$ cat config.mk
export PLATFORM = sky130hd
export DESIGN_NAME = pktcnt_snapshot_sched
export DESIGN_NICKNAME = d
export VERILOG_FILES = /design/src/rtl/pktcnt_snap_pkg.sv /design/src/rtl/snapshot_interval_timer.sv /design/src/rtl/pktcnt_snapshot_sched.sv
export SDC_FILE = /design/constraint.sdc
export NUM_CORES = 1
export LEC_CHECK = 0
export BUFFER_PORTS_ARGS = -buffer_cell sky130_fd_sc_hd__buf_4
export CORE_AREA = 2 2 200 202
export CTS_CLUSTER_DIAMETER = 80
export DETAILED_ROUTE_END_ITERATION = 12
export DIE_AREA = 0 0 202 204
export HOLD_SLACK_MARGIN = 0.06
export PLACE_DENSITY = 0.66
export SYNTH_ARGS = -nofsm -noshare
export SYNTH_HDL_FRONTEND = slang
export SYNTH_SLANG_ARGS = --single-unit
$ cat constraint.sdc
create_clock -name clk -period 2.9 [get_ports clk]
set_input_delay 0.87 -clock clk [delete_from_list [all_inputs] [get_ports clk]]
set_output_delay 0.87 -clock clk [all_outputs]
set_load 0.05 [all_outputs]
$ cat src/rtl/pktcnt_snap_pkg.sv
// Shared types and header layout for the packet-counter snapshot scheduler.
package pktcnt_snap_pkg;

  typedef enum logic [1:0] {IDLE, CAPTURE, SEND} state_e;

  localparam logic [15:0] MAGIC_DEF     = 16'h0C47;
  localparam int          HDR_MAGIC_LSB = 48;
  localparam int          HDR_NCNT_LSB  = 40;
  localparam int          HDR_SEQ_LSB   = 0;

  // Word index spans 0..NUM_CNT (header plus one word per counter).
  function automatic int widx_w(input int num_cnt);
    return (num_cnt < 1) ? 1 : $clog2(num_cnt + 1);
  endfunction

  function automatic logic [63:0] mk_header(input logic [15:0] magic,
                                            input logic [7:0]  ncnt,
                                            input logic [31:0] seq);
    logic [63:0] h;
    h = '0;
    h[HDR_MAGIC_LSB +: 16] = magic;
    h[HDR_NCNT_LSB  +: 8]  = ncnt;
    h[HDR_SEQ_LSB   +: 32] = seq;
    return h;
  endfunction

endpackage

$ cat src/rtl/snapshot_interval_timer.sv
// Free-running snapshot interval timer: one-cycle expire pulse every `interval` clocks.
module snapshot_interval_timer #(
  parameter int INTERVAL_W = 32
) (
  input  logic                  clk,
  input  logic                  resetn,
  input  logic [INTERVAL_W-1:0] interval,
  output logic                  expire
);

  logic [INTERVAL_W-1:0] cnt_q, cnt_d;
  logic                  tmr_en;

  assign tmr_en = (interval != '0);
  assign expire = tmr_en && (cnt_q == INTERVAL_W'(1));

  // A count of 0 is left over from a disabled period; reload so a newly
  // programmed interval starts counting instead of wrapping.
  always_comb begin
    cnt_d = cnt_q - INTERVAL_W'(1);
    if (!tmr_en || cnt_q <= INTERVAL_W'(1))
      cnt_d = interval;
  end

  always_ff @(posedge clk) begin
    if (!resetn) cnt_q <= interval;
    else         cnt_q <= cnt_d;
  end

endmodule

$ cat src/rtl/pktcnt_snapshot_sched.sv
// Captures NUM_CNT 64-bit counters atomically on timer/software trigger and
// streams them out as one AXI-stream record (header + one word per counter).
module pktcnt_snapshot_sched
  import pktcnt_snap_pkg::*;
#(
  parameter int          NUM_CNT    = 4,
  parameter int          INTERVAL_W = 32,
  parameter logic [15:0] MAGIC      = MAGIC_DEF
) (
  input  logic                    clk,
  input  logic                    resetn,
  input  logic [INTERVAL_W-1:0]   interval,
  input  logic                    sw_trigger,
  input  logic                    clear_on_snap,
  input  logic [NUM_CNT*64-1:0]   cnt_in,
  output logic                    cnt_clear,
  output logic [63:0]             m_axis_tdata,
  output logic                    m_axis_tvalid,
  output logic                    m_axis_tlast,
  input  logic                    m_axis_tready,
  output logic                    busy,
  output logic [31:0]             snap_count,
  output logic [31:0]             overrun_count
);

  localparam int WI_W = widx_w(NUM_CNT);

  state_e                     state_q;
  logic [NUM_CNT-1:0][63:0]   shadow_q;
  logic [WI_W-1:0]            widx_q;
  logic [63:0]                tdata_q;
  logic                       tvalid_q, tlast_q;
  logic [31:0]                seq_q, ovr_q;
  logic                       expire, trig, hs;
  logic [63:0]                nxt_word;

  snapshot_interval_timer #(.INTERVAL_W(INTERVAL_W)) u_timer (
    .clk      (clk),
    .resetn   (resetn),
    .interval (interval),
    .expire   (expire)
  );

  assign trig = sw_trigger | expire;
  assign hs   = tvalid_q & m_axis_tready;

  // Word w+1 carries counter w; decoded mux keeps the index width independent of NUM_CNT.
  always_comb begin
    nxt_word = '0;
    for (int k = 0; k < NUM_CNT; k++)
      if (widx_q == WI_W'(k)) nxt_word = shadow_q[k];
  end

  always_ff @(posedge clk) begin
    if (!resetn) begin
      state_q  <= IDLE;
      shadow_q <= '0;
      widx_q   <= '0;
      tdata_q  <= '0;
      tvalid_q <= 1'b0;
      tlast_q  <= 1'b0;
      seq_q    <= '0;
      ovr_q    <= '0;
    end else begin
      // Any trigger outside IDLE is dropped, including one on the final handshake.
      if (trig && state_q != IDLE && ovr_q != '1)
        ovr_q <= ovr_q + 32'd1;
      case (state_q)
        IDLE: if (trig) state_q <= CAPTURE;
        CAPTURE: begin
          shadow_q <= cnt_in;
          tdata_q  <= mk_header(MAGIC, 8'(NUM_CNT), seq_q);
          tvalid_q <= 1'b1;
          tlast_q  <= 1'b0;
          widx_q   <= '0;
          state_q  <= SEND;
        end
        SEND: if (hs) begin
          if (tlast_q) begin
            tvalid_q <= 1'b0;
            tlast_q  <= 1'b0;
            tdata_q  <= '0;
            seq_q    <= seq_q + 32'd1;
            state_q  <= IDLE;
          end else begin
            tdata_q <= nxt_word;
            tlast_q <= (widx_q == WI_W'(NUM_CNT - 1));
            widx_q  <= widx_q + WI_W'(1);
          end
        end
        default: state_q <= IDLE;
      endcase
    end
  end

  // Clear lands on the same edge that loads the shadow, so no event is lost or counted twice.
  assign cnt_clear     = (state_q == CAPTURE) & clear_on_snap;
  assign busy          = (state_q != IDLE);
  assign m_axis_tdata  = tdata_q;
  assign m_axis_tvalid = tvalid_q;
  assign m_axis_tlast  = tlast_q;
  // Every emitted record bumps the sequence number, so it doubles as the snapshot count.
  assign snap_count    = seq_q;
  assign overrun_count = ovr_q;

endmodule

; After elaboration in Yosys (flattened, before gate mapping)
; Cells that the tools add are included.
[totals]
reg_bits = 423
[classes]
addsub = 4
n_lt_le_gt_ge = 1
eq_ne = 11
mux = 22
bitwise = 3
reduce_logical = 15
[ops]
columns = cell, count
row1 = two-way mux 64 bit, 6
row2 = one-hot mux 64 bit (2 select lines), 1
row3 = "adder 32 x 1 -> 32 bit, second input constant", 2
row4 = two-way mux 32 bit, 2
row5 = "equality test 32 x 1 -> 1 bit, second input constant", 1
row6 = "<= comparator 32 x 1 -> 1 bit, second input constant", 1
row7 = "inequality test 32 bit, second input constant", 1
row8 = nonzero test 32 bit, 1
row9 = "subtractor 32 x 1 -> 32 bit, second input constant", 1
row10 = AND reduction 3 bit, 4
row11 = "inequality test 2 bit, second input constant", 4
row12 = "equality test 3 x 2 -> 1 bit, second input constant", 2
row13 = two-way mux 2 bit, 3
row14 = two-way mux 3 bit, 2
row15 = one-hot mux 2 bit (3 select lines), 1
row16 = one-hot mux 3 bit (2 select lines), 1
row17 = two-way mux 1 bit, 4
row18 = one-hot mux 1 bit (2 select lines), 2
row19 = nonzero test 2 bit, 2
row20 = "adder 3 x 1 -> 3 bit, second input constant", 1
row21 = "equality test 3 x 1 -> 1 bit, second input constant", 1
row22 = logical AND 1 bit, 3
row23 = logical NOT 3 bit, 1
row24 = bitwise AND 1 bit, 2
row25 = other kinds (7), 7

; Depth between registers and ports, before layout
; Gate-level depths: netlist of run 1.
[depth]
ltp_word = 8
mapped_depth = 10

; Cells and area by module
; From an unflattened synthesis of run 1, not the netlist that was laid out.
[hier_totals]
cells_unflattened = 2293
area_unflattened_um2 = 18196.2
[by_module_without_submodules]
columns = module, n_inst, cells_each, area_per_inst_um2, seq_area_each_um2
row1 = pktcnt_snapshot_sched, 1, 2114, 16358.2, 7827.5
row2 = snapshot_interval_timer, 1, 179, 1838.0, 640.6

; Worst setup path before layout of run 1
; No wires, ideal clock.
[synth_timing]
kind = register -> register
startpoint = register ovr_q[2] (netlist: overrun_count[2])
endpoint = register ovr_q[21] (netlist: overrun_count[21])
setup_ns = 0.072
arrival_time_ns = 2.569
required_time_ns = 2.828
setup_slack_ns = 0.259
path_stages_with_launch = 10
n_path_buf = 2
period_less_slack_ns = 2.641
cell_sequence = dfxtp_1 and3_1 clkbuf_1 nand4_1 nor4_1 or3_1 clkbuf_1 nor2_1 nand4_1 mux2i_1
[synth_between]
elab_chain_len = 2
[synth_lines]
columns = element, line
row1 = start: declaration, pktcnt_snapshot_sched.sv:33  ; logic [31:0] seq_q, ovr_q;
row2 = start signal: assignment, pktcnt_snapshot_sched.sv:67  ; ovr_q <= ovr_q + 32'd1;
row3 = branches (longest 2 deep; another with adder 32 x 1 -> 32 bit), --
; Parallel ways; which one is timed is not known.
; A chain may end at the register's enable or synchronous reset.

; Worst setup path after layout of run 1
[layout_timing]
startpoint = register u_timer.cnt_q[18]
endpoint = register ovr_q[20] (netlist: overrun_count[20])
[layout_between]
elab_chain_len = 5
[layout_lines]
columns = element, line
row1 = start: declaration, snapshot_interval_timer.sv:11  ; logic [INTERVAL_W-1:0] cnt_q, cnt_d;
row2 = start signal: assignment, snapshot_interval_timer.sv:26  ; if (!resetn) cnt_q <= interval;
row3 = start signal: assignment, snapshot_interval_timer.sv:27  ; else cnt_q <= cnt_d;
row4 = equality test 32 x 1 -> 1 bit, snapshot_interval_timer.sv:15  ; assign expire = tmr_en && (cnt_q == INTERVAL_W'(1));
row5 = logical AND 1 bit, snapshot_interval_timer.sv:15
row6 = bitwise OR 1 bit, pktcnt_snapshot_sched.sv:44  ; assign trig = sw_trigger | expire;
row7 = logical AND 1 bit (2 in a row), pktcnt_snapshot_sched.sv:66  ; if (trig && state_q != IDLE && ovr_q != '1)
; Every way passes these cells.

==> metrics.txt, run 1 <==
outcome complete, no violations; sequential fraction of the synthesis area 0.4866; crit path time final 2.687 ns; synth unique cells 46; Iter 0 DRT Violations approximately 1100; Post-Syn Instances 2212; Most used DFF post-synth dfxtp_1; global-route usage over all layers 0.2676; clock skew 0.01614 ns; syn_nets roughly 2500; Final Setup Violations 0; CTS Buffer Depth 3; fraction of layout cells with a size suffix above 1 0.2175; WL per Instance around 18 um; worst vdd ir 0.4907 mV; Crit path required time about 3.3 ns; Starting Density 0.4441; Post-Syn Area about 17000 um^2; RSZ-0062 raised after global routing no; final net count between 2000 and 3000; clk_lat worst skew 0.55 ns; # fillers between 3000 and 4000; drt first pass iters 5; final hold viol count 0; synthesized flop and latch total approximately 420; post-synthesis area per instance about 8 um^2; PD cells roughly 600 nW/um^2; vias post-DR ~17000; Core Footprint between 30000 and 40000 um^2; number of flops mapped to enable cells by yosys 0; fin util 0.5806; CTS resizes 1; max cap viols 0; gpl congestion just under 0.9; data arrival time of the critical path 3.12 ns; Clk Tree Root Cell clkbuf_16; vias in the first global route roughly 17000; CTS tree built; Leak roughly 9 nW; FMAX 372.1 MHz; DP Wirelength around 38 mm; Final Cycle Share 0.9267; setup TNS 0 ns; antenna violations before repair 3; worst min path class reg -> reg; vias per cell 5.505; global-route wire length before repair approximately 89 mm; Synth Warn # 0; routed wire length 57.24 mm; Worst Hold Launch shadow_q[235]; Critical path origin u_timer.cnt_q[18]; antenna-violating nets left 0; Core Rows 73; H-Tree Depth 2; async set-reset flop share out of synthesis 0; hold buffer count at CTS 0; grt total ovfl 0; critical path class reg -> reg; Final Max Slew Viols 0; port bufs about 420; worst rel slew slack 0.4268; largest net degree at the start of global routing 191; die area around 41000 um^2; DRC 0; Final Hold Slack approximately 0.45 ns; I/O Pins around 430; CTS Sinks 423; startpoint types register; number of CTS-inserted buffers 46; Critical Path End Type register; Reg2Reg Launch Point u_timer.cnt_q[18]; area grow syn2layout 30.74%; Reg clk slew, reported paths 0.06 ns; CP max FO 27; chip height 204 um; Post-CTS Setup Bufs 0; worst-margin pin slew between 0.8 and 0.9 ns; die width roughly 200 um
==> logic make-up after synthesis <==
logic type,Yosys count,synth area share
AO/OA/AOI/OAI,579,0.1969
XOR/XNOR,79,0.03976
adder cells (fa/ha/maj),9,0.006471
buffers and inverters,181,0.03947
flip-flops,423,0.4866
multiplexers,5,0.002948
AND/OR/NAND/NOR,936,0.2278
==> cells in the final DEF, fill, tap and decap left out, types with 3 or more instances in the layout <==
| cell type | Yosys | layout |
|---|---|---|
| a21oi_1 | 324 | 323 |
| a221o_1 | 42 | 42 |
| a221oi_1 | 22 | 22 |
| a311oi_1 | 10 | 10 |
| a31oi_1 | 37 | 37 |
| and2_1 | 4 | 4 |
| and3_1 | 11 | 11 |
| and4_1 | 12 | 12 |
| buf_12 | 0 | 12 |
| buf_4 | 0 | 463 |
| bufinv_16 | 0 | 3 |
| clkbuf_1 | 163 | 16 |
| clkbuf_16 | 0 | 49 |
| clkbuf_8 | 0 | 8 |
| clkinv_2 | 0 | 5 |
| dfxtp_1 | 423 | 423 |
| diode_2 | 0 | 3 |
| ha_1 | 9 | 8 |
| inv_1 | 11 | 11 |
| mux2i_1 | 4 | 4 |
| nand2_1 | 615 | 613 |
| nand2b_1 | 7 | 6 |
| nand3_1 | 27 | 27 |
| nand4_1 | 17 | 17 |
| nor2_1 | 136 | 135 |
| nor2b_4 | 0 | 3 |
| nor3_1 | 50 | 49 |
| nor4_1 | 22 | 22 |
| o211ai_1 | 43 | 43 |
| o21ai_0 | 86 | 86 |
| o22ai_1 | 7 | 7 |
| o31ai_1 | 4 | 4 |
| or3_1 | 11 | 11 |
| or4_1 | 8 | 8 |
| xnor2_1 | 49 | 49 |
| xor2_1 | 30 | 30 |
==> worst paths after layout <==
kind                        to  slack, ns  depth (start not counted)
max          overrun_count[20]       0.21                          8
min              shadow_q[235]       0.45                          2
max reg2reg  overrun_count[20]       0.21                          8
min reg2reg      shadow_q[235]       0.45                          2
==> Yosys cell counts (4+ instances only) <==
| library cell | count | area, um^2 |
|---|---|---|
| xnor2_1 | 49 | 429.2 |
| and4_1 | 12 | 105.1 |
| clkbuf_1 | 163 | 611.8 |
| nand4_1 | 17 | 106.4 |
| a21oi_1 | 324 | 1622 |
| xor2_1 | 30 | 262.8 |
| nor4_1 | 22 | 137.6 |
| o211ai_1 | 43 | 322.8 |
| a221oi_1 | 22 | 192.7 |
| and3_1 | 11 | 68.82 |
| nand2b_1 | 7 | 43.79 |
| mux2i_1 | 4 | 40.04 |
| o22ai_1 | 7 | 43.79 |
| and2_1 | 4 | 25.02 |
| or3_1 | 11 | 68.82 |
| a31oi_1 | 37 | 231.5 |
| ha_1 | 9 | 112.6 |
| nand2_1 | 615 | 2308 |
| a311oi_1 | 10 | 87.58 |
| a221o_1 | 42 | 420.4 |
| or4_1 | 8 | 60.06 |
| nand3_1 | 27 | 135.1 |
| buf_1 | 5 | 18.77 |
| nor2_1 | 136 | 510.5 |
| o21ai_0 | 86 | 430.4 |
| dfxtp_1 | 423 | 8468 |
| inv_1 | 11 | 41.29 |
| o31ai_1 | 4 | 30.03 |
| nor3_1 | 50 | 250.2 |
==> sequential cells by signal, indices dropped and copies added (netlist names), 2 cells and up <==
register / flops
state_q: 2
shadow_q: 256
m_axis_tdata: 64
u_timer.cnt_q: 32
overrun_count: 32
widx_q: 3
snap_count: 32
==> routing by layer <==
| layer | wire length (um) | share of wire | global-route usage | up-vias |
|---|---|---|---|---|
| li1 | - | - | - | 8353 |
| met3 | 3979 | 0.070 | 0.05373 | 91 |
| met5 | 0 | 0 | 0 | - |
| met2 | 27530 | 0.48 | 0.4530 | 551 |
| met1 | 24050 | 0.42 | 0.3409 | 8236 |
| met4 | 1683 | 0.029 | 0.09060 | 0 |
==> critical path, stage by stage (launching register included) <==
cell and delay [ns]:
dfxtp_1 0.33, or4_4 0.55, or3_4 0.39, nor4_4 0.32
a31oi_4 0.15, buf_12 0.18, nor4b_1 0.42, xnor2_1 0.17
nor2_1 0.05
==> cell type report <==
type | count | area (um^2) | share of cell area
multi-input cells | 1608 | 8313 | 0.3654
inverters | 12 | 52.55 | 0.002310
flip-flops and latches | 423 | 8468 | 0.3722
well taps | 525 | 656.9 | 0.02887
diodes | 3 | 7.507 | 0.0003300
repair buffers | 475 | 3716 | 0.1633
clock buffers | 73 | 1396 | 0.06138
clock inverters | 11 | 140.1 | 0.006160
==> where the power goes <==
part	switching (W)	internal, W	total [W]
clock network	0.00233	0.00357	0.00590
registers	0.000172	0.00610	0.00627
logic	0.000910	0.000628	0.00154
total	0.00341	0.0103	0.0137
==> stage by stage <==
stage	instances	power, W	worst slack [ns]	area (um^2)
after floorplan	2212	0.007233	0.2594	17400
after global placement	3043	0.007896	0.1919	21200
after detailed placement	3043	0.007927	0.1576	21200
after CTS	3127	0.01382	0.2240	22740
after global routing	3130	0.01422	0.1140	22750
final	3130	0.01371	0.2126	22750
Note: power is estimated with default switching activity, not from simulation.
==> run 2: changes to the inputs <==
--- a/config.mk
+++ b/config.mk
@@ -7,10 +7,10 @@
 export LEC_CHECK = 0
 export BUFFER_PORTS_ARGS = -buffer_cell sky130_fd_sc_hd__buf_4
-export CORE_AREA = 2 2 200 202
+export CORE_AREA = 2 2 188 190
 export CTS_CLUSTER_DIAMETER = 80
 export DETAILED_ROUTE_END_ITERATION = 12
-export DIE_AREA = 0 0 202 204
+export DIE_AREA = 0 0 190 192
 export HOLD_SLACK_MARGIN = 0.06
-export PLACE_DENSITY = 0.66
+export PLACE_DENSITY = 0.73
 export SYNTH_ARGS = -nofsm -noshare
 export SYNTH_HDL_FRONTEND = slang
==> constraint.sdc (replaced) <==
create_clock -name clk -period 2.9 [get_ports clk]
set_input_delay 0.58 -clock clk [delete_from_list [all_inputs] [get_ports clk]]
set_output_delay 0.58 -clock clk [all_outputs]
set_load 0.05 [all_outputs]
==> metrics.txt, run 2 (synthesis results as in run 1) <==
Worst Hold End u_timer.cnt_q[23]; final hold viol count 0; crit path time final 2.751 ns; most frequent cells in the layout nand2_1, buf_4, dfxtp_1, a21oi_1, nor2_1; DRC 0; I/O Pins 425; worst r2r dst overrun_count[25]; CTS Buffer Depth 3; largest net degree at the start of global routing 164; Largest Register shadow_q; CP max-delay cell or4_4; crit-path cells or4_4 > or3_4 > nor4_4 > a31oi_4 > buf_12 > or4_1 > a21oi_1; Starting Density 0.5075; # diodes 0; global-route wire length before repair around 86 mm; vias in the first global route approximately 16000; Core Rows between 60 and 70; Hold Crit Depth 2; Crit path buffers/inverters 1; critical path class reg -> reg; startpoint types register; Reg2Reg Launch Point u_timer.cnt_q[18]; CTS tree built; number of CTS-inserted buffers 43; clk_lat worst skew around 0.54 ns; commonest non-fill, non-tap cell in the layout nand2_1; reg2reg setup slack approximately 0.15 ns; vias post-DR 17264; global-route usage over all layers 0.2939; port bufs approximately 420; H-Tree Depth 2; worst-margin pin slew around 1.2 ns; area grow syn2layout 29.03%; drt first pass iters 7; DP Wirelength between 30 and 40 mm; max cap viols 0; clock skew 0.02174 ns; PD cells between 500 and 600 nW/um^2; WL per Instance roughly 18 um; Core Footprint about 34000 um^2; Worst Hold Launch interval[23]; Post-CTS Setup Bufs 0; worst min path class in -> reg; Crit path required time ~3.4 ns; worst rel slew slack 0.2018; max FFs per register 256; Final Setup Violations 0; hold buffer count at CTS 0; Leak between 8 and 9 nW; die width roughly 190 um; final net count between 2000 and 3000; antenna-violating nets left 0; gpl congestion a little under 0.9; Final Hold Slack between 0.2 and 0.3 ns; Clk Tree Root Cell clkbuf_16; crit-path max cell delay approximately 0.55 ns; CTS Sinks between 400 and 500; chip height between 150 and 200 um; delay-heaviest family, CP simple AND/OR/NAND/NOR gates; Final Max Slew Viols 0; CP max FO 27; outcome complete, no violations; Iter 0 DRT Violations 1214; Reg2Reg Depth 7; FMAX ~360 MHz; data arrival time of the critical path roughly 3.2 ns; setup TNS 0 ns; antenna violations before repair 0; RSZ-0062 raised after global routing no; die area roughly 36000 um^2; fraction of layout cells with a size suffix above 1 0.2141; grt total ovfl 0; Final Cycle Share 0.9487; worst vdd ir 0.4180 mV; vias per cell 5.666; Reg clk slew, reported paths approximately 0.060 ns; Critical Path End Type register; routed wire length approximately 56 mm
## run 2: metrics by stage
stage	utilization	cells	power, W	worst slack [ns]	area (um^2)
2_1_floorplan	-	2212	0.007233	0.2594	17400
3_3_place_gp	0.6144	2968	0.007903	0.2722	21070
3_5_place_dp	0.6144	2968	0.007937	0.2349	21070
4_1_cts	0.6546	3046	0.01330	0.2479	22440
5_1_grt	0.6548	3047	0.01370	0.02474	22450
6_report	0.6548	3047	0.01323	0.1487	22450
## run 2: worst max path at each step
stage / start / endpoint / slack [ns] / depth (start not counted)
final: u_timer.cnt_q[18] / overrun_count[25] / 0.15 / 7
after floorplan: overrun_count[2] / overrun_count[21] / 0.26 / 9
after CTS: u_timer.cnt_q[0] / u_timer.cnt_q[18] / 0.25 / 9
after detailed placement: interval[27] / u_timer.cnt_q[18] / 0.23 / 10
after global routing: u_timer.cnt_q[18] / overrun_count[12] / 0.02 / 7
after global placement: interval[24] / u_timer.cnt_q[0] / 0.27 / 8
## run 2: final cells by class
class,instances,area [um^2]
Clock buffer,70,1310
Clock inverter,8,67.56
Fill cell,3030,11840
Inverter,12,52.55
Multi-Input combinational cell,1609,8319
Sequential cell,423,8468
Tap cell,455,569.3
Timing Repair Buffer,470,3666
## run 2: metal layers
metal  wire, um  part of all wire  global-route usage  vias up
li1           -                 -                   -     8319
met1      23020              0.41              0.3777     8145
met2      26740              0.48              0.4948      694
met3       4545             0.081             0.05354      106
met4       1934             0.034              0.1064        0
met5          0                 0                   0        -
## run 2: report_power, final
part,leakage (nW),internal (W),switching [W]
Combinational,4.54,0.000630,0.000926
Clock,0.676,0.00317,0.00224
Sequential,3.45,0.00610,0.000174
Total,8.66,0.00990,0.00334
## run 2: what timing repair did
| item | CTS | global route |
|---|---|---|
| resized for setup | 0 | 0 |
| hold endpoints to repair | 0 | 0 |
| endpoints found under the setup margin | 0 | 7 |
